## config.mk

```make
export PLATFORM = sky130hd
export DESIGN_NAME = ramif_burst_reader
export DESIGN_NICKNAME = d
export VERILOG_FILES = /design/src/rtl/ramif_pkg.sv /design/src/rtl/ramif_chunk_shifter.sv /design/src/rtl/ramif_burst_reader.sv
export SDC_FILE = /design/constraint.sdc
export NUM_CORES = 1
export LEC_CHECK = 0
export CAP_MARGIN = 15
export CORE_MARGIN = 1.5
export CORE_UTILIZATION = 46
export DETAILED_ROUTE_END_ITERATION = 8
export GPL_ROUTABILITY_DRIVEN = 0
export GPL_TIMING_DRIVEN = 0
export PLACE_DENSITY = 0.75
export REMOVE_ABC_BUFFERS = 1
export SYNTH_ARGS = -nofsm -noshare
export SYNTH_HDL_FRONTEND = slang
export SYNTH_SLANG_ARGS = --single-unit
export TNS_END_PERCENT = 20
```

## constraint.sdc

```tcl
create_clock -name clk -period 1.9 [get_ports clk]
set_clock_uncertainty 0.1 [all_clocks]
set_input_delay 0.38 -clock clk [delete_from_list [all_inputs] [get_ports clk]]
set_output_delay 0.38 -clock clk [all_outputs]
set_load 0.005 [all_outputs]
```

## src/rtl/ramif_pkg.sv

```systemverilog
// Shared definitions for the nibble-serial RAM interface: FSM states and
// chunk/counter sizing helpers used by the burst reader and the tilemap renderer.
package ramif_pkg;

    typedef enum logic [1:0] {
        IDLE = 2'd0,
        ADDR = 2'd1,
        WAIT = 2'd2,
        DATA = 2'd3
    } ramif_state_t;

    // Number of pin-wide chunks needed to move a word of the given width.
    function automatic int unsigned chunk_count(input int unsigned bits,
                                                input int unsigned pins);
        return bits / pins;
    endfunction

    function automatic int unsigned chunk_cnt_width(input int unsigned ac,
                                                    input int unsigned dc,
                                                    input int unsigned lat);
        int unsigned m;
        m = 2;
        if (ac > m)  m = ac;
        if (dc > m)  m = dc;
        if (lat > m) m = lat;
        return $clog2(m);
    endfunction

endpackage

```

## src/rtl/ramif_chunk_shifter.sv

```systemverilog
// Address PISO and data SIPO for the RAM pins; both are indexed by the
// controller's chunk counter, LSB chunk first.
module ramif_chunk_shifter
    import ramif_pkg::*;
#(
    parameter int unsigned RAM_PINS  = 4,
    parameter int unsigned ADDR_BITS = 16,
    parameter int unsigned DATA_BITS = 16,
    parameter int unsigned CW        = 2
) (
    input  logic                 clk,
    input  logic                 reset,
    input  logic                 i_load,
    input  logic [ADDR_BITS-1:0] i_addr,
    input  logic [CW-1:0]        i_idx,
    input  logic                 i_sample,
    input  logic                 i_word_done,
    input  logic [RAM_PINS-1:0]  i_data_pins,
    output logic [RAM_PINS-1:0]  o_addr_chunk,
    output logic [DATA_BITS-1:0] o_word
);

    localparam int unsigned AC = chunk_count(ADDR_BITS, RAM_PINS);
    localparam int unsigned DC = chunk_count(DATA_BITS, RAM_PINS);

    logic [ADDR_BITS-1:0] r_addr;
    logic [DATA_BITS-1:0] r_sipo;
    logic [DATA_BITS-1:0] r_word;
    logic [DATA_BITS-1:0] w_word_nxt;

    always_comb begin
        o_addr_chunk = '0;
        for (int k = 0; k < AC; k++) begin
            if (i_idx == CW'(k)) o_addr_chunk = r_addr[k*RAM_PINS +: RAM_PINS];
        end
    end

    // Word as it stands once the current chunk lands; also feeds the output
    // register on the last chunk so no extra cycle is spent assembling.
    always_comb begin
        w_word_nxt = r_sipo;
        for (int k = 0; k < DC; k++) begin
            if (i_idx == CW'(k)) w_word_nxt[k*RAM_PINS +: RAM_PINS] = i_data_pins;
        end
    end

    // NOTE: the data registers are reset too, so a burst cut short by reset
    // can never surface a stale partial word afterwards.
    always_ff @(posedge clk or posedge reset) begin
        if (reset) begin
            r_addr <= '0;
            r_sipo <= '0;
            r_word <= '0;
        end else begin
            if (i_load)      r_addr <= i_addr;
            if (i_sample)    r_sipo <= w_word_nxt;
            if (i_word_done) r_word <= w_word_nxt;
        end
    end

    assign o_word = r_word;

endmodule

```

## src/rtl/ramif_burst_reader.sv

```systemverilog
// Nibble-serial RAM burst read controller: sends an address chunk-serially,
// waits LATENCY cycles, then streams back 1..2**BURST_BITS data words.
module ramif_burst_reader
    import ramif_pkg::*;
#(
    parameter int unsigned RAM_PINS   = 4,
    parameter int unsigned ADDR_BITS  = 16,
    parameter int unsigned DATA_BITS  = 16,
    parameter int unsigned LATENCY    = 1,
    parameter int unsigned BURST_BITS = 2
) (
    input  logic                  clk,
    input  logic                  reset,
    input  logic                  req_valid,
    output logic                  req_ready,
    input  logic [ADDR_BITS-1:0]  req_addr,
    input  logic [BURST_BITS-1:0] req_burst,
    output logic [RAM_PINS-1:0]   addr_pins,
    output logic                  addr_start,
    input  logic [RAM_PINS-1:0]   data_pins,
    output logic                  rsp_valid,
    output logic [DATA_BITS-1:0]  rsp_data,
    output logic                  rsp_last,
    output logic                  busy
);

    localparam int unsigned AC = chunk_count(ADDR_BITS, RAM_PINS);
    localparam int unsigned DC = chunk_count(DATA_BITS, RAM_PINS);
    localparam int unsigned CW = chunk_cnt_width(AC, DC, LATENCY);

    localparam logic [CW-1:0] AC_LAST  = CW'(AC - 1);
    localparam logic [CW-1:0] DC_LAST  = CW'(DC - 1);
    localparam logic [CW-1:0] LAT_LAST = CW'((LATENCY > 0) ? LATENCY - 1 : 0);

    generate
        if (RAM_PINS < 1) begin : g_bad_pins
            $error("ramif_burst_reader: RAM_PINS must be at least 1");
        end
        if (ADDR_BITS % RAM_PINS != 0) begin : g_bad_addr
            $error("ramif_burst_reader: RAM_PINS must divide ADDR_BITS");
        end
        if (DATA_BITS % RAM_PINS != 0) begin : g_bad_data
            $error("ramif_burst_reader: RAM_PINS must divide DATA_BITS");
        end
    endgenerate

    ramif_state_t          r_state, w_state_nxt;
    logic [CW-1:0]         r_cnt, w_cnt_nxt;
    logic [BURST_BITS-1:0] r_word, w_word_nxt;
    logic [BURST_BITS-1:0] r_burst;
    logic                  r_rsp_valid;
    logic                  r_rsp_last;

    logic                  w_accept;
    logic                  w_word_done;
    logic                  w_burst_done;
    logic [RAM_PINS-1:0]   w_addr_chunk;

    assign w_accept     = req_valid && (r_state == IDLE);
    assign w_word_done  = (r_state == DATA) && (r_cnt == DC_LAST);
    assign w_burst_done = w_word_done && (r_word == r_burst);

    // NOTE: every combinational output is given a default before the case,
    // so no path through the decode can infer a latch.
    always_comb begin
        w_state_nxt = r_state;
        w_cnt_nxt   = r_cnt;
        w_word_nxt  = r_word;
        unique case (r_state)
            IDLE: begin
                w_cnt_nxt  = '0;
                w_word_nxt = '0;
                if (req_valid) w_state_nxt = ADDR;
            end
            ADDR: begin
                if (r_cnt == AC_LAST) begin
                    w_cnt_nxt   = '0;
                    w_state_nxt = (LATENCY > 0) ? WAIT : DATA;
                end else begin
                    w_cnt_nxt = r_cnt + CW'(1);
                end
            end
            WAIT: begin
                if (r_cnt == LAT_LAST) begin
                    w_cnt_nxt   = '0;
                    w_state_nxt = DATA;
                end else begin
                    w_cnt_nxt = r_cnt + CW'(1);
                end
            end
            DATA: begin
                if (r_cnt == DC_LAST) begin
                    w_cnt_nxt = '0;
                    if (r_word == r_burst) w_state_nxt = IDLE;
                    else                   w_word_nxt  = r_word + BURST_BITS'(1);
                end else begin
                    w_cnt_nxt = r_cnt + CW'(1);
                end
            end
            default: w_state_nxt = IDLE;
        endcase
    end

    // NOTE: sequential state uses non-blocking assignments only, so every
    // register samples the pre-edge values regardless of statement order.
    always_ff @(posedge clk or posedge reset) begin
        if (reset) begin
            r_state     <= IDLE;
            r_cnt       <= '0;
            r_word      <= '0;
            r_burst     <= '0;
            r_rsp_valid <= 1'b0;
            r_rsp_last  <= 1'b0;
        end else begin
            r_state     <= w_state_nxt;
            r_cnt       <= w_cnt_nxt;
            r_word      <= w_word_nxt;
            r_rsp_valid <= w_word_done;
            r_rsp_last  <= w_burst_done;
            if (w_accept) r_burst <= req_burst;
        end
    end

    ramif_chunk_shifter #(
        .RAM_PINS  (RAM_PINS),
        .ADDR_BITS (ADDR_BITS),
        .DATA_BITS (DATA_BITS),
        .CW        (CW)
    ) u_shifter (
        .clk          (clk),
        .reset        (reset),
        .i_load       (w_accept),
        .i_addr       (req_addr),
        .i_idx        (r_cnt),
        .i_sample     (r_state == DATA),
        .i_word_done  (w_word_done),
        .i_data_pins  (data_pins),
        .o_addr_chunk (w_addr_chunk),
        .o_word       (rsp_data)
    );

    assign req_ready  = (r_state == IDLE);
    assign busy       = (r_state != IDLE);
    assign addr_start = (r_state == ADDR) && (r_cnt == '0);
    assign addr_pins  = (r_state == ADDR) ? w_addr_chunk : '0;
    assign rsp_valid  = r_rsp_valid;
    assign rsp_last   = r_rsp_last;

endmodule

```

==> results.json, run 1 <==
{
  "status": "finished with violations",
  "violations": "setup timing",
  "yosysTopAreaCellShare_pct": 54.2,
  "ys_top_cells_by_area": "dfrtp_1 54%, mux2_2 11%, ha_1 5.5%",
  "postCtsHoldBufs": 0,
  "globalRouteMet1Util_pct": 25.9,
  "cts_tree": "built",
  "cellPowerDensity_nw_per_um2": 1550,
  "yosysUniqueCellTypes": 28,
  "insertion_delay_ns": 0.31,
  "numPortBuffers": 49,
  "cp-end-kind": "output pin",
  "clock-sinks": 54,
  "firstDrtPassIters": 4,
  "met2_usage_pct": 29.6,
  "whs_ns": 0.294,
  "tightest_slew_ns": 0.470,
  "gr-max-usage-layer": "met2",
  "grt_max_degree": 35,
  "htreeDepth": 2,
  "hold_viol": 0,
  "grt_setup_unrepaired": "true",
  "grt_remaining_overflow": 0,
  "crit_fanout": 3,
  "required_ns": 1.42,
  "worstSetupPathType": "flop to output pin",
  "grt_pass1_vias": 1734,
  "pin_count": 50,
  "crit_slowest_cell": "dfrtp_2",
  "fin_crit_ns": 2.41,
  "worstPathArrival_ns": 1.93,
  "synthArstFlopShare_pct": 100,
  "coreArea_um2": 5170,
  "diodes": 0,
  "ant_nets": 0,
  "ys_seq_area_share_pct": 54.2,
  "worst_slack_ns": -0.512,
  "viasPerCell": 5.11,
  "start_kind": "flop",
  "max_freq_mhz": 415,
  "antenna_found_initial": 0,
  "cts-root-buf": "clkbuf_8",
  "hpwl_um": 3300,
  "syn_area_per_cell_um2": 11.9,
  "die_w_um": 76.6,
  "yosysTopAreaCell": "dfrtp_1",
  "power_mw": 5.22,
  "fill_cells": 381,
  "synth_enable_flop_cells": 0,
  "wl_per_cell_um": 15.0,
  "crit_path_cell_trace": "inv_2 > ha_4 > nor2b_4 > buf_6 > a221oi_2 > o31ai_1 > and2_1 > buf_2",
  "dieArea_um2": 5870,
  "via_count": 1742,
  "timing.final.crit_share_pct": 127,
  "remaining_drc_errors": 0,
  "cpPeakStageDelay_ns": 0.43,
  "ys.warnings.count": 0,
  "synth_top_flop_cell": "dfrtp_1",
  "slew_headroom_pct": 68.6,
  "ys_ff_latch": 54,
  "clkTransAtPathRegs_ns": 0.09,
  "slew_violations": 0,
  "reg2reg_depth": 6,
  "dieHeight_um": 76.6,
  "hold_class": "primary input to asynchronous set/reset pin",
  "routed_wl_um": 5130,
  "drive_gt1_share_pct": 27.3,
  "leakage_nw": 1.50,
  "start_util_pct": 48.2,
  "synthCells": 210,
  "grt_usage_pct": 18.6,
  "use_met3_pct": 3.59,
  "grt_pass1_wl_um": 8600,
  "syn_area_um2": 2490,
  "cts-buffers-inserted": 5,
  "dr.first_iter.drc_count": 102,
  "synth_common_cells": "54 x dfrtp_1, 34 x nand2_1, 25 x mux2_2, 13 x mux2i_1, 11 x ha_1",
  "vdd_drop_max_mv": 0.642,
  "ctsLongestPathBuffers": 2,
  "final-setup-viol-count": 5,
  "max-cap-violations": 0,
  "area_growth_pct": 34.6,
  "layout.nets": 306,
  "num_rows": 26,
  "yosysMostFrequentCell": "dfrtp_1"
}
==> timing repair <==
action,4_1_cts,5_1_grt
resized for setup,45,7
pin swaps,12,2
setup endpoints to repair,50,8
setup buffers,11,1
==> cells by family (layout without fill, tap and decap cells) <==
group / Yosys count / count (layout) / share of synthesized area (%)
flip-flops: 54 / 54 / 54.2
XOR/XNOR: 2 / 2 / 0.703
multiplexers: 45 / 45 / 19.8
AO/OA/AOI/OAI: 27 / 27 / 7.13
AND/OR/NAND/NOR: 54 / 54 / 9.53
buffers and inverters: 17 / 78 / 3.11
adder cells (fa/ha/maj): 11 / 11 / 5.52
==> report_power, final <==
part | switching [mW] | internal [mW]
registers | 0.323 | 1.71
logic | 1.06 | 1.46
clock network | 0.367 | 0.295
==> stage by stage <==
stage	cell area [um^2]	cells	TNS (ns)	utilization (%)	setup WS, ns
floorplan	2450	201	-0.560	-	-0.116
global placement	3020	320	-57.93	58.5	-0.898
detailed placement	3040	321	-10.32	58.9	-0.896
CTS	3320	340	-2.19	64.2	-0.390
global route	3360	341	-2.55	64.9	-0.619
finish	3360	341	-2.06	64.9	-0.512
==> path summary, 6_finish.rpt <==
path	start	end	slack (ns)
max	r_cnt[1]$_DFF_PP0_	addr_pins[3]	-0.51
min	reset	u_shifter.r_addr[12]$_DFFE_PP0P_	0.29
max reg2reg	r_state[1]$_DFFE_PP0P_	r_state[1]$_DFFE_PP0P_	0.06
min reg2reg	u_shifter.o_word[13]$_DFFE_PP0P_	u_shifter.o_word[13]$_DFFE_PP0P_	0.38
max in group asynchronous	reset	r_cnt[1]$_DFF_PP0_	0.87
min in group clk	u_shifter.o_word[13]$_DFFE_PP0P_	u_shifter.o_word[13]$_DFFE_PP0P_	0.38
==> cells in the final DEF, fill, tap and decap left out, types with 2 or more instances in the layout <==
cell             netlist  final
o21ai_1                6      6
ha_4                   0      6
o21ai_0                6      6
mux2i_1               13     13
nor2_1                 7      6
a21oi_1                2      2
clkdlybuf4s50_1        0     43
inv_4                  0      2
xnor2_1                2      2
dfrtp_2                0      2
buf_6                  1      2
ha_1                  11      4
nand2_1               34     32
buf_4                  0     10
dfrtp_1               54     52
dlymetal6s2s_1         0      2
o31ai_1                4      4
buf_2                  5      4
mux2_1                 6      6
mux2_2                25     25
clkbuf_8               0      6
a221oi_2               0      4
inv_1                  8      3
inv_2                  0      3
and2_1                 5      5
nor2b_1                5      4
==> metal layers <==
layer / routed length [um] / vias to the layer above / part of all wire [%]
met5: 0 / - / 0
met4: 82 / 0 / 1.6
met3: 122 / 8 / 2.4
met2: 2520 / 23 / 49
met1: 2400 / 873 / 47
li1: - / 838 / -
==> critical path: cells and delay by family (launching register included) <==
kind                     cells  cell delay (ns)
AND/OR/NAND/NOR              2             0.39
AO/OA/AOI/OAI                2             0.28
adder cells (fa/ha/maj)      1             0.16
buffers and inverters        3             0.37
flip-flops                   1             0.43
==> sequential cells by signal, indices dropped and copies added, names as in the netlist <==
register / cells
r_burst: 2
r_cnt: 2
r_state: 2
r_word: 2
rsp_last: 1
rsp_valid: 1
u_shifter.o_word: 16
u_shifter.r_addr: 16
u_shifter.r_sipo: 12
==> area by class of cell <==
class                   count  area (um^2)  area share (%)
clock inverters             1         5.00           0.149
well taps                  70         87.6            2.61
clock buffers               7         86.3            2.57
flip-flops and latches     54         1350            40.3
inverters                   8         35.0            1.04
multi-input cells         139         1200            35.6
repair buffers             62          593            17.7
Power figures use the tool's default switching activity.
==> run 2, diff against run 1 <==
--- a/config.mk
+++ b/config.mk
@@ -7,11 +7,12 @@
 export LEC_CHECK = 0
 export CAP_MARGIN = 15
 export CORE_MARGIN = 1.5
-export CORE_UTILIZATION = 46
+export CORE_UTILIZATION = 55
 export DETAILED_ROUTE_END_ITERATION = 8
 export GPL_ROUTABILITY_DRIVEN = 0
 export GPL_TIMING_DRIVEN = 0
-export PLACE_DENSITY = 0.75
+export PLACE_DENSITY = 0.95
+export RECOVER_POWER = 50
 export REMOVE_ABC_BUFFERS = 1
 export SYNTH_ARGS = -nofsm -noshare
 export SYNTH_HDL_FRONTEND = slang
==> constraint.sdc (replaced) <==
create_clock -name clk -period 2.8 [get_ports clk]
set_clock_uncertainty 0.1 [all_clocks]
set_input_delay 0.56 -clock clk [delete_from_list [all_inputs] [get_ports clk]]
set_output_delay 0.56 -clock clk [all_outputs]
set_load 0.005 [all_outputs]
==> run 2 against run 1 <==
The flow still finishes with violations (setup timing). Global-route usage increased by 4.7 points. Via count rose by 1.1%. Flip-flop and latch count did not move. Register-to-register slack gained 0.15 ns. First-iteration DRC count is 32% higher. Critical path type unchanged. Worst hold slack improved by 0.098 ns. Sequential share of layout area increased by 1.9 points. Die area is 16% lower.
==> results.json, run 2 (same netlist as run 1, synthesis figures left out) <==
{
  "hold_viol": 0,
  "layout.nets": 298,
  "clkTransAtPathRegs_ns": 0.09,
  "cellPowerDensity_nw_per_um2": 1090,
  "grt_pass1_wl_um": 8940,
  "crit_path_cell_trace": "inv_4 > ha_4 > nor2b_4 > a221oi_2 > o31ai_1 > and2_1 > clkdlybuf4s50_1",
  "slew_headroom_pct": 32.9,
  "dr.first_iter.drc_count": 135,
  "start_util_pct": 57.3,
  "ctsLongestPathBuffers": 2,
  "grt_setup_unrepaired": "true",
  "diodes": 0,
  "layout_common_cells": "52 x dfrtp_1, 45 x clkdlybuf4s50_1, 34 x nand2_1",
  "ant_nets": 0,
  "max-cap-violations": 0,
  "grt_usage_pct": 23.3,
  "tightest_slew_ns": 1.01,
  "wl_per_cell_um": 17.2,
  "grt_max_degree": 43,
  "routed_wl_um": 5420,
  "firstDrtPassIters": 4,
  "hold_class": "flop to flop",
  "grt_remaining_overflow": 0,
  "hpwl_um": 3540,
  "drive_gt1_share_pct": 18.3,
  "fin_cells": 315,
  "status": "finished with violations",
  "cts-root-buf": "clkbuf_8",
  "final_common_cell": "dfrtp_1",
  "fin_crit_ns": 2.81,
  "worstPathArrival_ns": 2.15,
  "dieArea_um2": 4950,
  "required_ns": 2.14,
  "remaining_drc_errors": 0,
  "viasPerCell": 5.59,
  "max_freq_mhz": 355,
  "num_rows": 24,
  "finalSetupTns_ns": -0.0139,
  "violations": "setup timing",
  "dpl.cell_count": 303,
  "worst_slack_ns": -0.0139,
  "cp-end-kind": "output pin",
  "final-setup-viol-count": 1,
  "grt_pass1_vias": 1790,
  "numPortBuffers": 49,
  "cts_tree": "built",
  "start_kind": "flop",
  "area_growth_pct": 28.4,
  "worstSetupPathType": "flop to output pin",
  "dieHeight_um": 70.3,
  "pin_count": 50,
  "timing.final.crit_share_pct": 100,
  "htreeDepth": 2,
  "cts-buffers-inserted": 5,
  "antenna_found_initial": 0,
  "cpPeakStageDelay_ns": 0.49,
  "insertion_delay_ns": 0.31,
  "die_w_um": 70.3,
  "vdd_drop_max_mv": 0.572,
  "crit_slowest_cell": "clkdlybuf4s50_1",
  "slew_violations": 0,
  "coreArea_um2": 4350,
  "pre_cts_ws_ns": -0.212,
  "clock-sinks": 54,
  "crit_fanout": 4,
  "leakage_nw": 1.47,
  "via_count": 1762
}
==> run 2: changes by cell type in the layout (fill, tap and decap cells not counted), moves of 3 or more <==
cell | before | now
a221oi_2 | 4 | 1
ha_1 | 4 | 8
a221oi_1 | 0 | 3
buf_4 | 10 | 4
inv_1 | 3 | 6
ha_4 | 6 | 3
buf_2 | 4 | 0
==> run 2: path summary, 6_finish.rpt <==
kind,slack [ns],cells past startpoint,to,startpoint
min in group asynchronous,0.57,2,u_shifter.o_word[11]$_DFFE_PP0P_,reset
setup reg to reg,0.21,5,r_word[0]$_DFFE_PP0P_,r_cnt[0]$_DFF_PP0_
setup / recovery,-0.01,7,addr_pins[2],r_cnt[0]$_DFF_PP0_
max in group asynchronous,0.62,3,r_cnt[1]$_DFF_PP0_,reset
hold / removal,0.39,2,u_shifter.o_word[12]$_DFFE_PP0P_,u_shifter.o_word[12]$_DFFE_PP0P_
hold reg to reg,0.39,2,u_shifter.o_word[12]$_DFFE_PP0P_,u_shifter.o_word[12]$_DFFE_PP0P_
==> run 2: worst max-delay path, delay by kind of cell (launching register included) <==
kind                       cells  cell delay [ns]
buffers and inverters          2             0.60
DFF                            1             0.48
and+or+nand+nor                2             0.34
AOI/OAI and AO/OA              2             0.29
adders and majority gates      1             0.14
==> run 2: final cells by class <==
class | instances | area [um^2]
flip-flops and latches | 54 | 1350
fillers | 273 | 1150
multi-input cells | 139 | 1120
repair buffers | 54 | 529
clock buffers | 7 | 76.3
well taps | 52 | 65.1
inverters | 8 | 32.5
clock inverters | 1 | 30.0
==> run 2: where the power goes <==
| part | total (mW) | switching, mW | internal, mW |
|---|---|---|---|
| clock network | 0.520 | 0.252 | 0.268 |
| logic | 1.56 | 0.667 | 0.893 |
| registers | 1.40 | 0.240 | 1.16 |
| total | 3.48 | 1.16 | 2.32 |
==> run 2: what timing repair did <==
action / 4_1_cts / 5_1_grt
setup buffers: 4 / 0
cloned: 0 / 0
hold buffers: 0 / 0
gates resized for setup: 14 / 3
endpoints found under the setup margin: 4 / 3
pin swaps: 5 / 1
==> run 2: metal layers <==
layer  up-vias  GRT usage (%)  routed length [um]
li1        821              -                   -
met1       888           30.3                2290
met2        49           39.9                2860
met3         4           3.03                 202
met4         0           8.55                  64
met5         -              0                   0
==> run 2: per-stage QoR <==
step	total power [mW]	cell area, um^2	util [%]	hold slack [ns]
floorplan	2.23	2450	-	0.364
global placement	2.75	3000	68.9	0.360
detailed placement	2.84	3020	69.4	0.376
CTS	3.45	3210	73.6	0.397
global route	3.67	3200	73.6	0.418
finish	3.48	3200	73.6	0.392
==> run 3, diff against run 2 <==
--- a/config.mk
+++ b/config.mk
@@ -7,13 +7,12 @@
 export LEC_CHECK = 0
 export CAP_MARGIN = 15
 export CORE_MARGIN = 1.5
-export CORE_UTILIZATION = 55
+export CORE_UTILIZATION = 51
 export DETAILED_ROUTE_END_ITERATION = 8
 export GPL_ROUTABILITY_DRIVEN = 0
 export GPL_TIMING_DRIVEN = 0
-export PLACE_DENSITY = 0.95
+export PLACE_DENSITY = 0.9
 export RECOVER_POWER = 50
-export REMOVE_ABC_BUFFERS = 1
 export SYNTH_ARGS = -nofsm -noshare
 export SYNTH_HDL_FRONTEND = slang
 export SYNTH_SLANG_ARGS = --single-unit
==> constraint.sdc (replaced) <==
create_clock -name clk -period 3 [get_ports clk]
set_clock_uncertainty 0.1 [all_clocks]
set_input_delay 0.45 -clock clk [delete_from_list [all_inputs] [get_ports clk]]
set_output_delay 0.45 -clock clk [all_outputs]
set_load 0.005 [all_outputs]
==> run 3 against run 2 <==
The flow now finishes without violations. Cell area shrank 0.70%. Clock power shrank 17%. Count of clock-buffer cells in the layout shrank 1. Largest cell class unchanged. Largest power group unchanged. Highest routed layer unchanged.
==> results.json, run 3 (same netlist as run 1, synthesis figures left out) <==
{
  "antenna_found_initial": 0,
  "timing.final.crit_share_pct": 94.6,
  "die_w_um": 72.9,
  "dieHeight_um": 72.9,
  "synth.net_count": 246,
  "cts_setup_buffers": 0,
  "start_kind": "flop",
  "diodes": 0,
  "start_util_pct": 52.8,
  "hold_viol": 0,
  "grt_setup_unrepaired": "false",
  "dieArea_um2": 5320,
  "firstDrtPassIters": 4,
  "grt_pass1_vias": 1796,
  "viasPerCell": 5.11,
  "r2r_start": "r_state[0]$_DFFE_PP0P_",
  "worstHoldStart": "u_shifter.o_word[9]$_DFFE_PP0P_",
  "ant_nets": 0,
  "required_ns": 2.45,
  "layout.nets": 303,
  "wl_per_cell_um": 14.4,
  "regArea_um2": 1350,
  "hpwl_um": 3560,
  "htreeDepth": 2,
  "pre_cts_ws_ns": 0.236,
  "dr.first_iter.drc_count": 117,
  "ctsLongestPathBuffers": 2,
  "grt_remaining_overflow": 0,
  "setup.worst_path.start": "r_cnt[1]$_DFF_PP0_",
  "coreArea_um2": 4720,
  "hold_class": "flop to flop",
  "area_growth_pct": 27.5,
  "vdd_drop_max_mv": 0.519,
  "grt_pass1_wl_um": 8110,
  "max-cap-violations": 0,
  "fill_cells": 344,
  "cp-end-kind": "output pin",
  "grt_max_degree": 43,
  "pin_count": 50,
  "final_common_cell": "dfrtp_1",
  "num_rows": 25,
  "max_freq_mhz": 352,
  "postCtsHoldBufs": 0,
  "worst_slack_ns": 0.163,
  "routed_wl_um": 4820,
  "layout_common_cells": "54 x dfrtp_1, 48 x clkdlybuf4s50_1, 34 x nand2_1",
  "worstPathArrival_ns": 2.29,
  "whs_ns": 0.393,
  "multiInputGateArea_um2": 1070,
  "rrSetupSlack_ns": 1.00,
  "remaining_drc_errors": 0,
  "slew_headroom_pct": 32.0,
  "leakage_nw": 1.43,
  "worstSetupPathType": "flop to output pin",
  "numPortBuffers": 49,
  "finalSetupTns_ns": 0,
  "status": "complete, no violations",
  "insertion_delay_ns": 0.31,
  "cts-root-buf": "clkbuf_8",
  "crit_fanout": 10,
  "power_mw": 3.07,
  "drive_gt1_share_pct": 16.0,
  "cts-buffers-inserted": 5,
  "slew_violations": 0,
  "via_count": 1712,
  "cts_tree": "built",
  "clkTransAtPathRegs_ns": 0.10,
  "cellPowerDensity_nw_per_um2": 964,
  "clock-sinks": 54,
  "tightest_slew_ns": 1.02,
  "final-setup-viol-count": 0,
  "grt_usage_pct": 20.1,
  "fin_crit_ns": 2.84
}
run 3: timing repair:
item                                    in CTS  in global routing
endpoints found under the hold margin        0                  0
pin swaps                                    0                  0
resized for setup                            2                  5
endpoints found under the setup margin       4                  4
run 3: worst paths after layout:
kind | endpoint | cells after the start
max in group asynchronous | u_shifter.r_addr[13]$_DFFE_PP0P_ | 3
hold reg to reg | u_shifter.o_word[9]$_DFFE_PP0P_ | 2
setup reg to reg | r_burst[1]$_DFFE_PP0P_ | 5
hold / removal | u_shifter.o_word[9]$_DFFE_PP0P_ | 2
min in group asynchronous | u_shifter.o_word[14]$_DFFE_PP0P_ | 2
setup / recovery | addr_pins[1] | 8
run 3: stage by stage:
| step | utilization (%) | cell area [um^2] | instances |
|---|---|---|---|
| global route | 67.3 | 3180 | 335 |
| CTS | 67.6 | 3190 | 335 |
| finish | 67.3 | 3180 | 335 |
| global placement | 65.0 | 3070 | 326 |
| floorplan | - | 2490 | 210 |
| detailed placement | 65.4 | 3090 | 327 |
run 3: final cells by class:
cell class,count,area share (%)
Clock buffer,6,2.60
Clock inverter,2,0.511
Buffer,9,1.53
Tap cell,67,2.64
Inverter,8,0.944
Sequential cell,54,42.5
Timing Repair Buffer,50,15.6
Multi-Input combinational cell,139,33.7
run 3: power breakdown:
| part | internal [mW] | switching [mW] | total, mW | leakage, nW |
|---|---|---|---|---|
| Sequential | 1.08 | 0.201 | 1.28 | 0.646 |
| Combinational | 0.805 | 0.550 | 1.35 | 0.737 |
| Clock | 0.190 | 0.239 | 0.429 | 0.0478 |
run 3: metal layers:
metal  track usage, %  vias up  wire length (um)
li1                 -      832                 -
met1             25.3      838              2160
met2             34.1       37              2410
met3             4.28        5               179
met4             7.76        0                73
met5                0        -                 0
run 3: critical path, cell delays in order (launching register included):
cell,delay [ns]
dfrtp_1,0.40
inv_1,0.08
ha_1,0.17
clkbuf_4,0.20
nor2b_4,0.17
a221oi_1,0.10
o31ai_1,0.21
and2_1,0.16
clkdlybuf4s50_1,0.49
